--- src/rtl/cfg_write_arbiter.sv ---
// cfg_write_arbiter: round-robin arbiter that serialises two requesters onto
// the shared configuration memory write port. Each grant produces a single
// mem_wren pulse with a matching one-cycle ack, followed by GUARD idle cycles.
//
// state    | meaning
// ---------+--------------------------------------------------------------
// ST_IDLE  | sampling req; grants on any set bit, ties go to != last_id
// ST_WRITE | single cycle, mem_wren and ack[last_id] high
// ST_GUARD | GUARD dead cycles after a write, req ignored
module cfg_write_arbiter #(
    parameter int DW    = 35,
    parameter int GUARD = 1
) (
    input  logic          clk,
    input  logic          arst,
    input  logic [1:0]    req,
    input  logic [DW-1:0] wdata0,
    input  logic [DW-1:0] wdata1,
    output logic [1:0]    ack,
    output logic          mem_wren,
    output logic [DW-1:0] mem_din,
    output logic          busy,
    output logic          last_id
);

    localparam int GW = (GUARD > 0) ? $clog2(GUARD + 1) : 1;

    typedef enum logic [1:0] {
        ST_IDLE  = 2'd0,
        ST_WRITE = 2'd1,
        ST_GUARD = 2'd2
    } state_t;

    state_t        state_q, state_d;
    logic [GW-1:0] gcnt_q, gcnt_d;
    logic [1:0]    ack_q, ack_d;
    logic          mem_wren_q, mem_wren_d;
    logic [DW-1:0] mem_din_q, mem_din_d;
    logic          busy_q, busy_d;
    logic          last_id_q, last_id_d;
    logic          gnt;

    // Next-state and registered-output computation; outputs are produced one
    // edge ahead so every port comes straight from a flop.
    always_comb begin
        state_d    = state_q;
        gcnt_d     = gcnt_q;
        ack_d      = 2'b00;
        mem_wren_d = 1'b0;
        mem_din_d  = mem_din_q;
        busy_d     = busy_q;
        last_id_d  = last_id_q;
        gnt        = 1'b0;

        case (state_q)
            ST_IDLE: begin
                busy_d = 1'b0;
                if (req != 2'b00) begin
                    // On a tie the requester not served last time wins.
                    if (req == 2'b11) gnt = ~last_id_q;
                    else              gnt = req[1];
                    state_d    = ST_WRITE;
                    ack_d      = gnt ? 2'b10 : 2'b01;
                    mem_wren_d = 1'b1;
                    mem_din_d  = gnt ? wdata1 : wdata0;
                    last_id_d  = gnt;
                    busy_d     = 1'b1;
                end
            end
            ST_WRITE: begin
                if (GUARD > 0) begin
                    state_d = ST_GUARD;
                    gcnt_d  = GW'(GUARD);
                    busy_d  = 1'b1;
                end else begin
                    state_d = ST_IDLE;
                    busy_d  = 1'b0;
                end
            end
            ST_GUARD: begin
                if (gcnt_q <= GW'(1)) begin
                    state_d = ST_IDLE;
                    gcnt_d  = '0;
                    busy_d  = 1'b0;
                end else begin
                    gcnt_d = gcnt_q - 1'b1;
                    busy_d = 1'b1;
                end
            end
            default: begin
                state_d = ST_IDLE;
                gcnt_d  = '0;
                busy_d  = 1'b0;
            end
        endcase
    end

    // State and output registers; last_id resets to 1 so requester 0 wins
    // the first tie.
    always_ff @(posedge clk or negedge arst) begin
        if (!arst) begin
            state_q    <= ST_IDLE;
            gcnt_q     <= '0;
            ack_q      <= 2'b00;
            mem_wren_q <= 1'b0;
            mem_din_q  <= '0;
            busy_q     <= 1'b0;
            last_id_q  <= 1'b1;
        end else begin
            state_q    <= state_d;
            gcnt_q     <= gcnt_d;
            ack_q      <= ack_d;
            mem_wren_q <= mem_wren_d;
            mem_din_q  <= mem_din_d;
            busy_q     <= busy_d;
            last_id_q  <= last_id_d;
        end
    end

    assign ack      = ack_q;
    assign mem_wren = mem_wren_q;
    assign mem_din  = mem_din_q;
    assign busy     = busy_q;
    assign last_id  = last_id_q;

endmodule

--- config.mk ---
export PLATFORM = sky130hd
export DESIGN_NAME = cfg_write_arbiter
export DESIGN_NICKNAME = d
export VERILOG_FILES = /design/src/rtl/cfg_write_arbiter.sv
export SDC_FILE = /design/constraint.sdc
export NUM_CORES = 1
export LEC_CHECK = 0
export CAP_MARGIN = 40
export CORE_MARGIN = 3
export CORE_UTILIZATION = 50
export CTS_BUF_LIST = sky130_fd_sc_hd__clkbuf_16
export DETAILED_ROUTE_END_ITERATION = 6
export DONT_BUFFER_PORTS = 1
export SETUP_SLACK_MARGIN = 0.15
export SLEW_MARGIN = 10
export SYNTH_ARGS = -nofsm -noshare
export SYNTH_HDL_FRONTEND = slang
export SYNTH_SLANG_ARGS = --single-unit
export TNS_END_PERCENT = 5
--- constraint.sdc ---
create_clock -name clk -period 3 [get_ports clk]
set_input_delay 0 -clock clk [delete_from_list [all_inputs] [get_ports clk]]
set_output_delay 0 -clock clk [all_outputs]
set_load 0.03 [all_outputs]
Word level (Yosys, flattened, before mapping)

Index checks and enable logic that the tools add are counted.

Flip-flop bits (word level): 43

Add/sub/neg operators: 1
Order comparisons: 1
Eq/ne operators: 5
Multiplexer cells: 16
Bitwise operators: 1
Reductions and logical operators: 4

Operator list:

| kind                  | number |
|---|---|
| $mux W35              | 1 |
| $mux W2               | 5 |
| $mux W1               | 7 |
| $pmux W1 S3           | 2 |
| $pmux W2 S3           | 1 |
| $eq A2 B2 Y1 const B  | 2 |
| $ne A2 B2 Y1 const B  | 2 |
| $reduce_and A2 Y1     | 2 |
| $eq A2 B1 Y1 const B  | 1 |
| $logic_not A2 Y1      | 1 |
| $reduce_bool A2 Y1    | 1 |
| $le A1 B1 Y1 const B  | 1 |
| $not A1 Y1            | 1 |
| $sub A1 B1 Y1 const B | 1 |

Logic depth before layout (Yosys ltp)

Gate-level depths: netlist of the first run.

Word-level depth: 7
Gate-level depth with buffers: 6

Least setup slack after synthesis of the first run

No wires, ideal clock.

Kind: flip-flop to flip-flop
From: register last_id_q (netlist: last_id)
To: register mem_din_q[0] (netlist: mem_din[0])
Arrival time: 1.350 ns
Path slack: 1.524 ns
Stages on the path, launching flop included: 6
Buffers on the path: 2
Period minus slack after synthesis: 1.476 ns
Cells stage by stage: dfstp_2 > a21bo_2 > and3_1 > buf_6 > buf_6 > a221o_1

Longest elaborated chain between the ends: 5

Ends and longest elaborated chain:

| what                   | RTL line | text |
|---|---|---|
| start, declared        | 40       | `logic last_id_q, last_id_d;` |
| start signal, assigned | 116      | `last_id_q <= last_id_d;` |
| $not A1 Y1             | 60       | `if (req == 2'b11) gnt = ~last_id_q;` |
| $mux W1                | 60       |  |
| $mux W1                | 58       | `if (req != 2'b00) begin` |
| $mux W1                | 55       | `case (state_q)` |
| $mux W35               | 65       | `mem_din_d = gnt ? wdata1 : wdata0;` |
| end signal, assigned   | 114      | `mem_din_q <= mem_din_d;` |
| end, declared          | 38       | `logic [DW-1:0] mem_din_q, mem_din_d;` |

Every way passes these cells. The select of a mux whose other input is x is not followed.
A chain may end at the register's enable or synchronous reset.

Worst setup path after layout of the first run

From: register last_id_q (netlist: last_id)
To: register mem_din_q[33] (netlist: mem_din[33])

Same word-level chain as after synthesis.

==> flow_summary_export.csv, run 1 <==
group,metric,value,unit
run_status,status,"complete, no violations",
floorplan,die_w,66.49,um
finish,stdcell_area,0.002696,sq mm
floorplan,core_area,0.003442,sq mm
yosys,synth-seq-cells,42,
global_routing,grt_max_degree,43,
global_routing,grt.busiest_layer,"met2",
clock_network,tritoncts,"done",
yosys,yosys.cell_types.count,18,
place,place_inst,213,
critical_path,path_buf_inv,1,
pwr,power.density,1233,mW/mm^2
place,gp_congestion,0.6664,
global_routing,grt_use_total,0.2517,
yosys,seq_area_frac_synth,0.5752,
global_routing,first_global_vias,1775,
critical_path,cpPeakStageDelay,0.66,ns
critical_path,critPathArrivalTime,2.83,ns
floorplan,dieArea,0.004420,sq mm
timing,drv_slew,0,
clock_network,cts.htree.levels,2,
timing,tns,0,ns
floorplan,ios,114,
critical_path,worst_setup_path_start_kind,"flop",
critical_path,cp-end-kind,"flop",
clock_network,path_clk_slew,0.06,ns
yosys,synth_cells,180,
yosys,yosysWarnings,0,
clock_network,clock_latency,0.28,ns
critical_path,cp.required,3.20,ns
critical_path,cp_top_family,"compound AO/OA/AOI/OAI gates",
routing,wl,5450,um
floorplan,die_h,66.49,um
finish,multiInputGateArea,688.2,sq um
routing,wl_per_cell,18.60,um
floorplan,core.rowCount,21,
floorplan,initial_core_util,0.5314,
routing,drc,0,
finish,nets,320,
place,port_buffers,0,
clock_network,cts_buffer_depth,2,
timing,fin_crit,2.630,ns
finish,final_cells,293,
global_routing,grt_pass1_wl,8404,um
routing,viasPerCell,5.874,
critical_path,cpMaxStageDelayCell,"dfstp_2",
timing,fin_skew,0.004212,ns
timing,rsz0062_at_grt,"false",
timing,setup_viol,0,
critical_path,cp_max_fo,22,
finish,n_antenna_cell,0,
clock_network,ctsResizeCount,0,
job,drv_cap,0,
timing,finalCritPeriodShare,0.8766,
routing,vias,1721,
critical_path,crit_type,"flop to flop",
global_routing,grtUsageMet2,0.4535,
routing,drt_iter0_markers,150,
finish,drive_gt1_frac,0.05668,
yosys,synth_fp_nets,254,
timing,hold_viol_final,0,
pwr,leakage,1.211,nW
critical_path,crit_chain,"a21bo_2, and3_1, a221o_1, dlygate4sd3_1",
global_routing,antenna_found_initial,0,
yosys,synth.avg_cell_area,10.16,sq um
clock_network,cts_root_buffer,"clkbuf_16",
finish,area_growth,47.40,%
global_routing,use_met1,0.2907,
clock_network,cts_buffers,5,
timing,slew_headroom,0.5070,
pwr,power.total,3.326,mW
global_routing,overflow,0,
finish,nFillCells,228,
place,place_area,0.001828,sq mm
timing,fmax,0.3803,GHz
min_path,worstHoldPathType,"input pin to asynchronous set/reset pin",
timing,worst-slew-pin-transition,0.7394,ns
pwr,irDropWorstVdd,0.6790,mV
finish,regArea,0.001052,sq mm
global_routing,use_met3,0.07420,
yosys,syn_area,0.001829,sq mm
routing,first_pass_iters,4,
place,hpwl,3060,um
routing,final_antenna_net_count,0,
clock_network,cts.sink_count,42,
-- power by group --
part | internal [mW] | total (mW) | switching [mW]
Sequential | 0.852 | 1.60 | 0.753
Combinational | 0.719 | 1.22 | 0.506
Clock | 0.300 | 0.496 | 0.196
-- state kept, by name, indices dropped and copies added, names as in the netlist --
name / count
busy: 1
mem_din: 35
ack: 2
last_id: 1
state_q: 2
mem_wren: 1
-- cells by family (layout without fill, tap and decap cells) --
kind of cell,Yosys count,in the layout,share of synthesized area
simple gates,62,62,0.1553
compound gates,58,58,0.2189
flops,42,42,0.5752
buf+inv,18,85,0.05062
-- worst paths after layout --
| kind | from | to | slack, ns | depth (start not counted) |
|---|---|---|---|---|
| worst max-delay path | last_id | mem_din[33] | 0.37 | 4 |
| worst min-delay path | arst | mem_din[28] | 0.20 | 2 |
| worst max register to register | last_id | mem_din[33] | 0.37 | 4 |
| worst min register to register | state_q[1] | state_q[1] | 0.49 | 1 |
| max in group asynchronous | arst | last_id | 2.55 | 2 |
| min in group clk | req[0] | ack[1] | 0.28 | 2 |
-- worst reg2reg max path, delay by kind of cell, from the launching register on --
kind | cells | cell delay, ns
buffers and inverters | 1 | 0.58
AO/OA/AOI/OAI | 2 | 0.71
AND/OR/NAND/NOR | 1 | 0.60
flip-flops | 1 | 0.66
-- repair_timing --
item	CTS	global route
endpoints found under the hold margin	77	0
setup buffers	0	0
hold buffers	72	0
-- layout by cell type (no fill, tap or decap), drive strengths merged --
cell type,Yosys,layout
a21bo,1,1
a21boi,1,1
a21o,1,1
a21oi,20,20
a221o,15,15
a31oi,20,20
and3,16,16
buf,10,4
clkbuf,6,5
clkinv,0,2
dfrtp,41,41
dfstp,1,1
dlygate4sd3,0,71
inv,2,3
nand2,41,41
nor2,1,1
nor2b,1,1
nor3,1,1
or2,2,2
-- area by class of cell --
class                           count  share of cell area
Sequential cell                    42              0.3903
Inverter                            2            0.002784
Clock inverter                      3            0.004640
Tap cell                           46             0.02135
Timing Repair Buffer               75              0.2793
Clock buffer                        5             0.04640
Multi-Input combinational cell    120              0.2552
-- per-layer routing --
| metal | up-vias | share of wire |
|---|---|---|
| met5 | - | 0 |
| met4 | 0 | 0.0068 |
| met3 | 5 | 0.093 |
| met2 | 95 | 0.53 |
| met1 | 838 | 0.37 |
| li1 | 783 | - |
-- per-stage QoR --
step / util / hold slack [ns] / setup WS, ns
3_3_place_gp: 0.5311 / -0.2947 / 1.069
6_report: 0.7834 / 0.1990 / 0.3703
2_1_floorplan: - / -0.2956 / 1.524
4_1_cts: 0.7834 / 0.2041 / 0.4244
5_1_grt: 0.7834 / 0.2162 / 0.2471
3_5_place_dp: 0.5311 / -0.2946 / 0.9700
-- synth_stat cells --
| cell | instances | area (sq um) |
|---|---|---|
| nor2_2 | 1 | 6.260 |
| a221o_1 | 15 | 150.1 |
| a21bo_2 | 1 | 10.01 |
| a21oi_1 | 20 | 100.1 |
| buf_6 | 2 | 22.52 |
| clkbuf_1 | 6 | 22.52 |
| buf_2 | 8 | 40.04 |
| inv_1 | 2 | 7.510 |
| nor3_1 | 1 | 5.000 |
| nor2b_1 | 1 | 6.260 |
| dfrtp_1 | 41 | 1026 |
| nand2_1 | 41 | 153.9 |
| a31oi_1 | 20 | 125.1 |
| and3_1 | 16 | 100.1 |
| or2_1 | 2 | 12.51 |
| a21boi_1 | 1 | 7.510 |
| a21o_1 | 1 | 7.510 |
| dfstp_2 | 1 | 26.28 |
Note: power is estimated with default switching activity, not from simulation.
==> inputs of run 2 (changes only) <==
ABC_AREA = 1   (was default)
==> run 2 against run 1 <==
Compared with the run above: sequential share of layout area down 4.1 points; design area increased by 12%; sequential power is 3% lower; setup slack got worse by 0.020 ns; hold slack worse by 0.10 ns; critical path type unchanged.
==> flow_summary_export.csv, run 2 <==
group,metric,value,unit
finish,final_cells,401,
global_routing,grt_pass1_wl,9804,um
clock_network,ctsResizeCount,0,
yosys,yosys-top-cells-area,"dfrtp_1 47%, nand2_1 24%, nand3_1 8.0%",
finish,largest_reg_flops,35,
pwr,p_sw_frac,0.4789,
yosys,synth-seq-cells,42,
finish,stdcell_area,0.003017,sq mm
pwr,p_switching,1.412,mW
critical_path,cpMaxStageDelayCell,"dfstp_2",
yosys,synth.avg_cell_area,7.643,sq um
yosys,yosysWarnings,0,
timing,finalCritPeriodShare,0.8831,
yosys,syn_area,0.002178,sq mm
routing,vias,2088,
finish,nFillCells,304,
timing,fmax,0.3775,GHz
global_routing,overflow,0,
timing,rsz0062_at_grt,"false",
pwr,comb_power_share,0.304,
yosys,ys_top_cells_by_count,"138 x nand2_1, 41 x dfrtp_1, 35 x nand3_1",
finish,nets,425,
yosys,synth_mux_area_frac,0,
place,port_buffers,0,
clock_network,cts.htree.levels,2,
yosys,yosys.cell_types.count,17,
yosys,synth-adder-area-share,0,
yosys,yosysTopAreaCellShare,0.4710,
floorplan,dieArea,0.005185,sq mm
routing,final_antenna_net_count,0,
timing,fin_crit,2.649,ns
timing,slew_headroom,0.5261,
critical_path,cp.required,3.22,ns
clock_network,cts_root_buffer,"clkbuf_16",
yosys,synth_compound_area_frac,0.002298,
timing,tns,0,ns
clock_network,tritoncts,"done",
critical_path,cpPeakStageDelay,0.64,ns
critical_path,crit_type,"flop to flop",
floorplan,core.rowCount,23,
global_routing,first_global_vias,2101,
floorplan,ios,114,
finish,n_antenna_cell,0,
timing,hold_viol_final,0,
timing,worst-slew-pin-transition,0.7084,ns
pwr,power.density,977.5,mW/mm^2
pwr,power.total,2.949,mW
yosys,async_flop_share,1.000,
place,place_area,0.002123,sq mm
place,place_inst,319,
finish,final_cell_mix,"138 x nand2_1, 74 x dlygate4sd3_1, 41 x dfrtp_1",
finish,finish.utilization,0.7331,
yosys,synth_cells,285,
yosys,seq_area_frac_synth,0.4831,
finish,drive_gt1_frac,0.03419,
finish,area_growth,38.48,%
routing,viasPerCell,5.207,
place,hpwl,2992,um
job,drv_cap,0,
timing,drv_slew,0,
yosys,synth_xor_area_frac,0,
timing,fin_skew,0.002587,ns
critical_path,worst_setup_path_start_kind,"flop",
timing,setup_viol,0,
critical_path,crit_chain,"nand2_2, nand2_4, nand2_1, nand2_1, dlygate4sd3_1, nand2_1, nand2_1",
critical_path,cp_common_cell,"nand2_1",
routing,drt_iter0_markers,106,
clock_network,cts.sink_count,42,
pwr,irDropWorstVdd,0.4687,mV
global_routing,antenna_found_initial,0,
routing,first_pass_iters,4,
yosys,synth_top_family_by_area,"simple AND/OR/NAND/NOR gates",
floorplan,die_h,72.01,um
yosys,ys.flop_type,"dfrtp_1",
pwr,power.internal,1.536,mW
min_path,worstHoldPathType,"input pin to flop",
run_status,status,"complete, no violations",
critical_path,cp_max_fo,37,
critical_path,cp-end-kind,"flop",
yosys,synth_fp_nets,359,
yosys,synth-simple-area-share,0.4164,
global_routing,grt_max_degree,43,
yosys,synth-edff-count,0,
floorplan,die_w,72.01,um
pwr,pwr-share-clk,0.167,
routing,wl_per_cell,15.03,um
pwr,leakage,1.559,nW
yosys,yosysMostFrequentCell,"nand2_1",
place,gp_congestion,0.7297,
clock_network,clock_latency,0.27,ns
routing,wl,6028,um
pwr,p_seq_frac,0.530,
routing,drc,0,
yosys,synth_top_area_cell,"dfrtp_1",
global_routing,grt_use_total,0.2420,
clock_network,path_clk_slew,0.06,ns
floorplan,initial_core_util,0.5293,
finish,mostFrequentLayoutCell,"nand2_1",
clock_network,cts_buffers,5,
critical_path,critPathArrivalTime,2.86,ns
floorplan,core_area,0.004115,sq mm
clock_network,cts_buffer_depth,2,
[run 2: changes by cell type in the layout (fill, tap and decap cells not counted), moves of 15 or more]
cell | before | now
nand3_1 | 0 | 35
and3_1 | 16 | 0
nand3b_1 | 0 | 20
a21oi_1 | 20 | 1
a31oi_1 | 20 | 0
nand2_1 | 41 | 138
inv_1 | 3 | 26
a221o_1 | 15 | 0
[run 2: power groups by stage]
stage | Combinational (mW) | Sequential (mW) | Clock, mW
after floorplan | 0.618 | 1.51 | 0
after global placement | 0.645 | 1.57 | 0
after detailed placement | 0.657 | 1.56 | 0
after CTS | 0.885 | 1.56 | 0.501
after global routing | 1.03 | 1.60 | 0.522
final | 0.895 | 1.56 | 0.492
[run 2: layout make-up]
class	instances	area [sq um]	share of cell area
inverters	25	96.34	0.03194
well taps	50	62.56	0.02074
flip-flops and latches	42	1052	0.3488
repair buffers	75	760.7	0.2522
multi-input cells	202	912.1	0.3024
clock inverters	2	7.507	0.002489
clock buffers	5	125.1	0.04148
[run 2: logic make-up after synthesis]
family	after synthesis
AOI/OAI and AO/OA	1
buffers and inverters	41
DFF	42
and+or+nand+nor	201
[run 2: metal layers]
layer | vias up | routed length (um) | global-route usage
met1 | 964 | 2378 | 0.2901
met5 | - | 0 | 0
met2 | 106 | 2987 | 0.4235
met4 | 0 | 98 | 0.07933
met3 | 10 | 564 | 0.06233
li1 | 1008 | - | -
[run 2: path summary, 6_finish.rpt]
check / start / endpoint / slack [ns] / cells after the start
worst min register to register: state_q[1] / state_q[1] / 0.46 / 1
min in group asynchronous: arst / mem_din[10] / 0.18 / 2
worst max register to register: last_id / mem_din[31] / 0.35 / 7
max in group asynchronous: arst / last_id / 2.55 / 2
worst max-delay path: last_id / mem_din[31] / 0.35 / 7
worst min-delay path: req[1] / mem_wren / 0.1 / 2
[run 2: timing repair]
| item | 4_1_cts | 5_1_grt |
|---|---|---|
| endpoints found under the hold margin | 79 | 0 |
| endpoints found under the setup margin | 0 | 0 |
| setup buffers | 0 | 0 |
| hold buffers | 75 | 0 |
[run 2: per-stage QoR]
step           hold WS [ns]  setup slack [ns]
6_report            0.09737            0.3507
5_1_grt              0.1181            0.1636
4_1_cts             0.09514            0.3529
3_5_place_dp        -0.2946             1.007
3_3_place_gp        -0.2947             1.022
2_1_floorplan       -0.2956             1.707
[run 2: worst max-delay path: cells and delay by family (launching register included)]
family | cells | cell delay, ns
flip-flops | 1 | 0.64
AND/OR/NAND/NOR | 6 | 1.38
buffers and inverters | 1 | 0.55
